File: src/rtl/knn_pkg.sv
// rtl/knn_pkg.sv - shared FSM encoding and chunk/lane arithmetic for the KNN training-data path
package knn_pkg;

  typedef enum logic [2:0] {
    ST_IDLE,
    ST_LOAD,
    ST_PRESENT,
    ST_WAIT,
    ST_FINISH
  } state_t;

  function automatic int num_chunks(input int total, input int max_e);
    return (total + max_e - 1) / max_e;
  endfunction

  // Only the final chunk of a sample can come up short.
  function automatic int chunk_len(input int c, input int total, input int max_e);
    int rem;
    rem = total - c * max_e;
    return (rem < max_e) ? rem : max_e;
  endfunction

  function automatic int addr_base(input int s, input int c, input int sample_size, input int max_e);
    return s * sample_size + c * max_e;
  endfunction

  function automatic int lane_lsb(input int k, input int w);
    return k * w;
  endfunction

endpackage

File: src/rtl/knn_chunk_loader.sv
// rtl/knn_chunk_loader.sv - reads one chunk from 1-cycle-latency memory and packs it into lanes
module knn_chunk_loader
  import knn_pkg::*;
#(
  parameter int M            = 4,
  parameter int N            = 4,
  parameter int W            = 16,
  parameter int MAX_ELEMENTS = 4,
  parameter int ADDR_W       = 8
) (
  input  logic                               clk,
  input  logic                               rst_n,
  input  logic                               go,
  input  logic [ADDR_W-1:0]                  base_addr,
  input  logic [$clog2(MAX_ELEMENTS+1)-1:0]  len,
  output logic                               mem_rd_en,
  output logic [ADDR_W-1:0]                  mem_addr,
  input  logic [W-1:0]                       mem_rd_data,
  output logic [W*M*N-1:0]                   data,
  output logic                               load_done
);

  localparam int MN    = M * N;
  localparam int LEN_W = $clog2(MAX_ELEMENTS + 1);

  logic              rd_en_q;
  logic [ADDR_W-1:0] addr_q;
  logic [LEN_W-1:0]  issue_left;
  logic [LEN_W-1:0]  cap_left;
  logic [LEN_W-1:0]  lane;
  logic              cap_valid;
  logic [W-1:0]      lanes [MAX_ELEMENTS];

  assign mem_rd_en = rd_en_q;
  assign mem_addr  = addr_q;
  assign load_done = cap_valid && (cap_left == LEN_W'(1));

  // cap_valid is the read strobe delayed by the memory latency.
  always_ff @(posedge clk or negedge rst_n) begin
    if (!rst_n) begin
      rd_en_q    <= 1'b0;
      addr_q     <= '0;
      issue_left <= '0;
      cap_left   <= '0;
      lane       <= '0;
      cap_valid  <= 1'b0;
      for (int k = 0; k < MAX_ELEMENTS; k++) lanes[k] <= '0;
    end else begin
      cap_valid <= rd_en_q;
      if (go) begin
        rd_en_q    <= 1'b1;
        addr_q     <= base_addr;
        issue_left <= len - LEN_W'(1);
        cap_left   <= len;
        lane       <= '0;
        for (int k = 0; k < MAX_ELEMENTS; k++) lanes[k] <= '0;
      end else begin
        if (rd_en_q) begin
          if (issue_left == '0) begin
            rd_en_q <= 1'b0;
          end else begin
            addr_q     <= addr_q + ADDR_W'(1);
            issue_left <= issue_left - LEN_W'(1);
          end
        end
        if (cap_valid) begin
          for (int k = 0; k < MAX_ELEMENTS; k++) begin
            if (lane == LEN_W'(k)) lanes[k] <= mem_rd_data;
          end
          lane     <= lane + LEN_W'(1);
          cap_left <= cap_left - LEN_W'(1);
        end
      end
    end
  end

  for (genvar k = 0; k < MN; k++) begin : g_lane
    if (k < MAX_ELEMENTS) begin : g_live
      assign data[lane_lsb(k, W) +: W] = lanes[k];
    end else begin : g_zero
      assign data[lane_lsb(k, W) +: W] = '0;
    end
  end

endmodule

File: src/rtl/knn_training_feeder.sv
// rtl/knn_training_feeder.sv - walks stored training samples and hands chunks to the distance calculator
module knn_training_feeder
  import knn_pkg::*;
#(
  parameter int M            = 4,
  parameter int N            = 4,
  parameter int W            = 16,
  parameter int MAX_ELEMENTS = 4,
  parameter int TYPE_W       = 2,
  parameter int NUM_SAMPLES  = 8,
  parameter int ADDR_W       = 8
) (
  input  logic                clk,
  input  logic                rst_n,
  input  logic                start,
  input  logic                data_request,
  input  logic                done,
  output logic                mem_rd_en,
  output logic [ADDR_W-1:0]   mem_addr,
  input  logic [W-1:0]        mem_rd_data,
  output logic                type_rd_en,
  output logic [ADDR_W-1:0]   type_addr,
  input  logic [TYPE_W-1:0]   type_rd_data,
  output logic [W*M*N-1:0]    training_data,
  output logic [TYPE_W-1:0]   training_data_type,
  output logic                ready,
  output logic                busy,
  output logic                all_done,
  output logic                err
);

  localparam int MN     = M * N;
  localparam int CHUNKS = num_chunks(MN, MAX_ELEMENTS);
  localparam int LEN_W  = $clog2(MAX_ELEMENTS + 1);
  localparam logic [ADDR_W-1:0] LAST_C = ADDR_W'(CHUNKS - 1);
  localparam logic [ADDR_W-1:0] LAST_S = ADDR_W'(NUM_SAMPLES - 1);

  state_t            state;
  logic [ADDR_W-1:0] s;
  logic [ADDR_W-1:0] c;
  logic              type_pending;
  logic              go;
  logic              load_done;
  logic [ADDR_W-1:0] go_s;
  logic [ADDR_W-1:0] go_c;
  logic [ADDR_W-1:0] go_addr;
  logic [LEN_W-1:0]  go_len;

  // go fires on the same edge that enters LOAD so the first read lands in LOAD's first cycle.
  always_comb begin
    go   = 1'b0;
    go_s = s;
    go_c = c;
    if (state == ST_IDLE && start) begin
      go   = 1'b1;
      go_s = '0;
      go_c = '0;
    end else if (state == ST_WAIT && done) begin
      if (s != LAST_S) begin
        go   = 1'b1;
        go_s = s + ADDR_W'(1);
        go_c = '0;
      end
    end else if (state == ST_WAIT && data_request && c != LAST_C) begin
      go   = 1'b1;
      go_c = c + ADDR_W'(1);
    end
    go_addr = ADDR_W'(addr_base(int'(go_s), int'(go_c), MN, MAX_ELEMENTS));
    go_len  = LEN_W'(chunk_len(int'(go_c), MN, MAX_ELEMENTS));
  end

  always_ff @(posedge clk or negedge rst_n) begin
    if (!rst_n) begin
      state              <= ST_IDLE;
      s                  <= '0;
      c                  <= '0;
      type_rd_en         <= 1'b0;
      type_addr          <= '0;
      type_pending       <= 1'b0;
      training_data_type <= '0;
      ready              <= 1'b0;
      busy               <= 1'b0;
      all_done           <= 1'b0;
      err                <= 1'b0;
    end else begin
      ready        <= 1'b0;
      all_done     <= 1'b0;
      type_rd_en   <= 1'b0;
      type_pending <= type_rd_en;
      if (type_pending) training_data_type <= type_rd_data;
      if (go) begin
        state <= ST_LOAD;
        s     <= go_s;
        c     <= go_c;
        if (go_c == '0) begin
          type_rd_en <= 1'b1;
          type_addr  <= go_s;
        end
      end
      case (state)
        ST_IDLE: begin
          if (start) begin
            busy <= 1'b1;
            err  <= 1'b0;
          end
        end
        ST_LOAD: begin
          if (load_done) begin
            state <= ST_PRESENT;
            ready <= 1'b1;
          end
          if (done || data_request) err <= 1'b1;
        end
        ST_PRESENT: begin
          state <= ST_WAIT;
          if (done || data_request) err <= 1'b1;
        end
        ST_WAIT: begin
          if (done) begin
            if (data_request) err <= 1'b1;
            if (s == LAST_S) begin
              state    <= ST_FINISH;
              s        <= '0;
              c        <= '0;
              all_done <= 1'b1;
              busy     <= 1'b0;
            end
          end else if (data_request && c == LAST_C) begin
            err <= 1'b1;
          end
        end
        ST_FINISH: begin
          state <= ST_IDLE;
          if (done || data_request) err <= 1'b1;
        end
        default: state <= ST_IDLE;
      endcase
    end
  end

  knn_chunk_loader #(
    .M            (M),
    .N            (N),
    .W            (W),
    .MAX_ELEMENTS (MAX_ELEMENTS),
    .ADDR_W       (ADDR_W)
  ) u_loader (
    .clk         (clk),
    .rst_n       (rst_n),
    .go          (go),
    .base_addr   (go_addr),
    .len         (go_len),
    .mem_rd_en   (mem_rd_en),
    .mem_addr    (mem_addr),
    .mem_rd_data (mem_rd_data),
    .data        (training_data),
    .load_done   (load_done)
  );

endmodule

File: config.mk
export PLATFORM = sky130hd
export DESIGN_NAME = knn_training_feeder
export DESIGN_NICKNAME = d
export VERILOG_FILES = /design/src/rtl/knn_pkg.sv /design/src/rtl/knn_chunk_loader.sv /design/src/rtl/knn_training_feeder.sv
export SDC_FILE = /design/constraint.sdc
export NUM_CORES = 1
export LEC_CHECK = 0
export BUFFER_PORTS_ARGS = -buffer_cell sky130_fd_sc_hd__buf_2
export CORE_MARGIN = 2
export CORE_UTILIZATION = 52
export CTS_CLUSTER_DIAMETER = 40
export DETAILED_ROUTE_END_ITERATION = 6
export PLACE_DENSITY_LB_ADDON = 0.15
export SYNTH_ARGS = -nofsm -noshare
export SYNTH_HDL_FRONTEND = slang
export SYNTH_SLANG_ARGS = --single-unit
File: constraint.sdc
create_clock -name clk -period 6.4 [get_ports clk]
set_input_delay 0.32 -clock clk [delete_from_list [all_inputs] [get_ports clk]]
set_output_delay 0.32 -clock clk [all_outputs]
set_load 0.02 [all_outputs]
Yosys cells after proc, flatten, opt, wreduce, memory -nomap -nowiden --
Cells that the tools add are included.
Word-level totals: bits in registers 118, input port bits 23, output and inout port bits 280
Operators by class: add/sub/neg operators 9, magnitude comparators 1, eq/ne operators 19, multiplexer cells 61, reduce and logical (&&, ||, !) cells 28
Operators with widths (number):
- $mux 8 | 18
- $mux 64 | 2
- $mux 16 | 4
- $mux 3 | 12
- $add 8x1->8 const B | 3
- $mux 1 | 22
- $reduce_bool 2->1 | 7
- $eq 3x2->1 const B | 4
- $pmux 3 s4 | 1
- $reduce_and 2->1 | 6
- $lt 11x4->1 const B | 1
- $sub 5x10->11 const A | 1
- $eq 3x1->1 const B | 3
- $logic_not 3->1 | 3
- $sub 3x1->3 const B | 3
- $add 8x8->8 | 1
- $eq 8x2->1 const B | 1
- $eq 8x3->1 const B | 1
- $logic_not 8->1 | 1
- $ne 8x2->1 const B | 1
- $ne 8x3->1 const B | 1
- $logic_and 1x1->1 | 6
- $ne 2x2->1 const B | 3
- $reduce_and 5->1 | 1
- 11 further kinds | 12

Longest topological paths before layout --
depth in word-level cells 11, depth in mapped cells 12, mapped depth without buffers 11

Hierarchy --
From an unflattened synthesis, not the netlist that was laid out.
Unflattened totals: cell total of the unflattened synthesis 803, area, all modules 7210.7 um^2
Modules (own cells, without submodules):
- knn_chunk_loader | instances 1, cells each 582, area each 5039.8 um^2
- knn_training_feeder | instances 1, cells each 221, area each 2170.8 um^2

Worst setup path after synthesis --
Ideal clock, no wire load.
path type reg-to-reg, from register s[3], to register u_loader.issue_left[2], library setup time 0.137 ns, arrival time 2.724 ns, setup slack 3.539 ns, cell stages (with the launch flop) 11, path buffers 0, cells stage by stage dfrtp_1 > or4_4 > o31a_4 > a211oi_2 > a22oi_2 > ha_1 > nor3_1 > a22oi_2 > a21boi_1 > xor2_1 > a21oi_1
On the way: word-level cells in the longest chain between the ends 9, elaborated cells between the ends (all ways) 15, those cells by class add/sub (2); order compare (1); eq/ne (2); mux (8); reduce/logical (2)
RTL lines:
- start: declaration | RTL line knn_training_feeder.sv:39 | logic [ADDR_W-1:0] s;
- start signal: assignment | RTL line knn_training_feeder.sv:93 | s <= go_s;
- $ne 8x3->1 * | RTL line knn_training_feeder.sv:59 | if (s != LAST_S) begin
- $mux 8 | RTL line knn_training_feeder.sv:59
- $mux 8 | RTL line knn_training_feeder.sv:58 | end else if (state == ST_WAIT && done) begin
- $mux 8 | RTL line knn_training_feeder.sv:54 | if (state == ST_IDLE && start) begin
- $sub 5x10->11 | RTL line knn_pkg.sv:19 | rem = total - c * max_e;
- $lt 11x4->1 | RTL line knn_pkg.sv:20 | return (rem < max_e) ? rem : max_e;
- $mux 3 | RTL line knn_pkg.sv:20
- $sub 3x1->3 | RTL line knn_chunk_loader.sv:53 | issue_left <= len - LEN_W'(1);
- $mux 3 | RTL line knn_chunk_loader.sv:50 | if (go) begin
- end signal: assignment | RTL line knn_chunk_loader.sv:53
- end signal: assignment | RTL line knn_chunk_loader.sv:63 | issue_left <= issue_left - LEN_W'(1);
- end: declaration | RTL line knn_chunk_loader.sv:28 | logic [LEN_W-1:0] issue_left;
Mark *: on every way between the ends. The rest lies on a longest branch, timed or not. A chain may end at the register's enable or synchronous reset.

Final worst setup path --
Same ends and word-level chain as after synthesis.

==> flow_summary_export.csv <==
group,metric,value,unit
clocking,clk_pin_slew,0.05,ns
critical_path,critPathCapture,"u_loader.issue_left[2]",
final_layout,finalNonFillerCells,1055,
critical_path,max_stage_delay,0.66,ns
place,placed_cell_area,6899,um2
synth,synth_enable_flop_cells,0,
timing,finalSetupTns,0,ns
global_routing,grt_pass1_wl,23050,um
synth,ys_warn_count,0,
final_layout,final_nets,906,
critical_path,rr_startpoint,"s[3]",
timing,hold_viol_final,0,
global_routing,grtUsageTotal,20.61,%
clocking,cts.sinks,118,
place,dp.cells,1023,
critical_path,r2r_slack,2.82,ns
detailed_routing,antenna_left,0,
timing,tightestPinTransition,0.9725,ns
synth,synth_seq_cells,118,
timing,setup_viol,0,
detailed_routing,dr_total_vias,4904,
synth,ys_top_cells_by_area,"dfrtp_1 42%, buf_4 21%, nand2_1 8.3%",
final_layout,syn_to_final_growth,7.328,%
detailed_routing,dr.pass1.iters,4,
floorplan,die_w,119.9,um
place,place.gp.congestion,0.9126,
critical_path,worst_r2r_endpoint,"u_loader.issue_left[2]",
detailed_routing,post_drt_wl_per_cell,13.91,um
critical_path,cp_num_buf_inv,0,
synth,synth.most_common_cell,"buf_4",
pwr,power_density,468.9,nW/um2
hold_path,worstHoldPathType,"in -> reg",
global_routing,antenna_found_initial,0,
detailed_routing,drc,0,
final_layout,multi_input_area,3105,um2
place,dp_hpwl,10530,um
place,io_buffers,110,
critical_path,critPathLaunch,"s[3]",
synth,syn_area_per_cell,9.104,um2
status,run_status,"finished clean",
clocking,numCtsBuffers,17,
timing,finalCriticalPeriod,3.576,ns
floorplan,ioPinCount,303,
timing,worst_slew_margin_rel,35.16,%
detailed_routing,wirelength,14680,um
final_layout,fill_cells,1253,
critical_path,endpoint_kind,"register",
global_routing,grt_overflow_total,0,
critical_path,critical_path_depth,10,
floorplan,rows,42,
detailed_routing,initialDrtViolationCount,344,
job,drv_cap,0,
synth,yosysSeqAreaShare,42.29,%
pwr,leakage,0.003956,uW
synth,synth_top_area_share,42.29,%
critical_path,critical_path_class,"reg -> reg",
timing,holdWs,0.1381,ns
timing,rsz0062_at_grt,"false",
floorplan,dieHeight,119.9,um
synth,synthArstFlopShare,100.0,%
critical_path,crit_chain,"or4_4, o31a_4, a211oi_2, a22oi_2, ha_1, nor3_1, a22oi_2, a21boi_1, xor2_1, a21oi_1",
clocking,tritoncts,"yes",
critical_path,crit_required,6.66,ns
timing,max_freq,0.2796,GHz
critical_path,path_common_cell,"a22oi_2",
critical_path,reg2reg_depth,10,
floorplan,core-area,13190,um2
critical_path,critPathMaxFanout,12,
global_routing,grt_max_degree,79,
clocking,cts_buffer_depth,2,
final_layout,utilization,56.82,%
clocking,htreeDepth,4,
timing,drv_slew,0,
critical_path,path_delay_family,"compound AO/OA/AOI/OAI gates",
final_layout,regArea,2953,um2
global_routing,grt_pass1_vias,4564,
synth,netlist_area,6983,um2
critical_path,startpoint_type,"register",
synth,ys.flop_type,"dfrtp_1",
clocking,cts_root_buf,"clkbuf_16",
synth,ys_top_cells_by_count,"194 x buf_4, 155 x nand2_1, 118 x dfrtp_1",
synth,ys_types,62,
critical_path,crit_path_top_delay_cell,"a211oi_2",
timing,min_period_over_period,55.88,%
floorplan,dieArea,14370,um2
synth,synth_top_cell_by_area,"dfrtp_1",
critical_path,cp.arrival,3.84,ns
synth,synthCells,767,
detailed_routing,routed_via_density,4.648,
floorplan,start_util,52.94,%
timing,clock_skew,0.009978,ns
final_layout,post-route-cell-area,7495,um2
clocking,clock_latency,0.42,ns
pwr,vdd_drop_max,0.1690,mV
final_layout,drive_gt1_share,19.93,%
==> through the flow <==
step | setup slack (ns) | power (uW)
floorplan | 3.539 | 2281
global placement | 2.929 | 2558
detailed placement | 2.883 | 2598
CTS | 2.827 | 3544
global route | 2.521 | 3750
finish | 2.824 | 3514
==> cell usage in the layout, fill, tap and decap left out, types with 3 or more instances in the layout <==
| cell | netlist | routed |
|---|---|---|
| conb_1 | 1 | 192 |
| nand2_1 | 155 | 154 |
| dfrtp_1 | 118 | 118 |
| buf_2 | 1 | 109 |
| a21oi_1 | 77 | 77 |
| nor2_1 | 30 | 30 |
| clkbuf_16 | 0 | 17 |
| ha_1 | 15 | 15 |
| inv_1 | 14 | 14 |
| xnor2_1 | 14 | 14 |
| o21ai_0 | 12 | 12 |
| and2_1 | 9 | 9 |
| nor3_1 | 8 | 8 |
| mux2_4 | 8 | 8 |
| nand4_1 | 7 | 7 |
| mux2i_1 | 5 | 5 |
| nand3_1 | 5 | 5 |
| xor2_1 | 5 | 5 |
| or3_1 | 4 | 4 |
| clkbuf_8 | 1 | 4 |
| a31oi_1 | 3 | 3 |
| a31o_2 | 3 | 3 |
| and3_1 | 3 | 3 |
| a211oi_1 | 3 | 3 |
| clkinv_2 | 0 | 3 |
| buf_4 | 194 | 3 |
==> worst min-delay path by stage <==
| stage | end | slack [ns] | start | cells past startpoint |
|---|---|---|---|---|
| 2_1_floorplan | all_done | 0.02 | rst_n | 0 |
| 3_3_place_gp | u_loader.data[52] | 0.33 | rst_n | 1 |
| 3_5_place_dp | u_loader.data[52] | 0.33 | rst_n | 1 |
| 4_1_cts | training_data_type[1] | 0.13 | type_rd_data[1] | 2 |
| 5_1_grt | training_data_type[1] | 0.13 | type_rd_data[1] | 2 |
| 6_report | training_data_type[1] | 0.14 | type_rd_data[1] | 2 |
==> flip-flops by register name, indices dropped and copies added, names as in the netlist <==
signal / count
all_done: 1
busy: 1
c: 8
err: 1
ready: 1
s: 8
state: 3
training_data_type: 2
type_addr: 8
type_pending: 1
type_rd_en: 1
u_loader.cap_left: 3
u_loader.cap_valid: 1
u_loader.data: 64
u_loader.issue_left: 3
u_loader.lane: 3
u_loader.mem_addr: 8
u_loader.mem_rd_en: 1
==> area by class of cell <==
class / count / area share, %
Multi-Input combinational cell: 603 / 41.44
Sequential cell: 118 / 39.40
Timing Repair Buffer: 113 / 7.713
Clock buffer: 22 / 6.461
Tap cell: 176 / 2.938
Clock inverter: 8 / 1.319
Inverter: 14 / 0.7012
Antenna cell: 1 / 0.03339
==> what timing repair did <==
item,in CTS,in global routing
setup buffers,0,0
resized for setup,0,0
endpoints found under the hold margin,40,0
hold buffers,1,0
==> metal layers <==
metal,part of all wire (%),vias up,track usage (%)
li1,-,2320,-
met1,41,2373,26.68
met2,50,188,33.43
met3,7.4,23,5.466
met4,1.5,0,7.426
met5,0,-,0
==> cell families (layout without fill, tap and decap cells) <==
kind of cell | after synthesis | count (layout) | synth area share, %
compound gates | 115 | 115 | 9.837
xor+xnor | 19 | 19 | 2.383
fa+ha+maj | 16 | 16 | 2.974
buf+inv | 237 | 157 | 23.54
flops | 118 | 118 | 42.29
mux | 15 | 15 | 2.759
other cells | 1 | 193 | 0.05370
simple gates | 246 | 246 | 16.16
==> report_power, final <==
group	internal (uW)	switching (uW)	leakage, uW
clock network	607	326	0.000284
logic	452	948	0.00213
registers	1000	180	0.00155
total	2060	1450	0.00396
(Power assumes the default switching activity.)
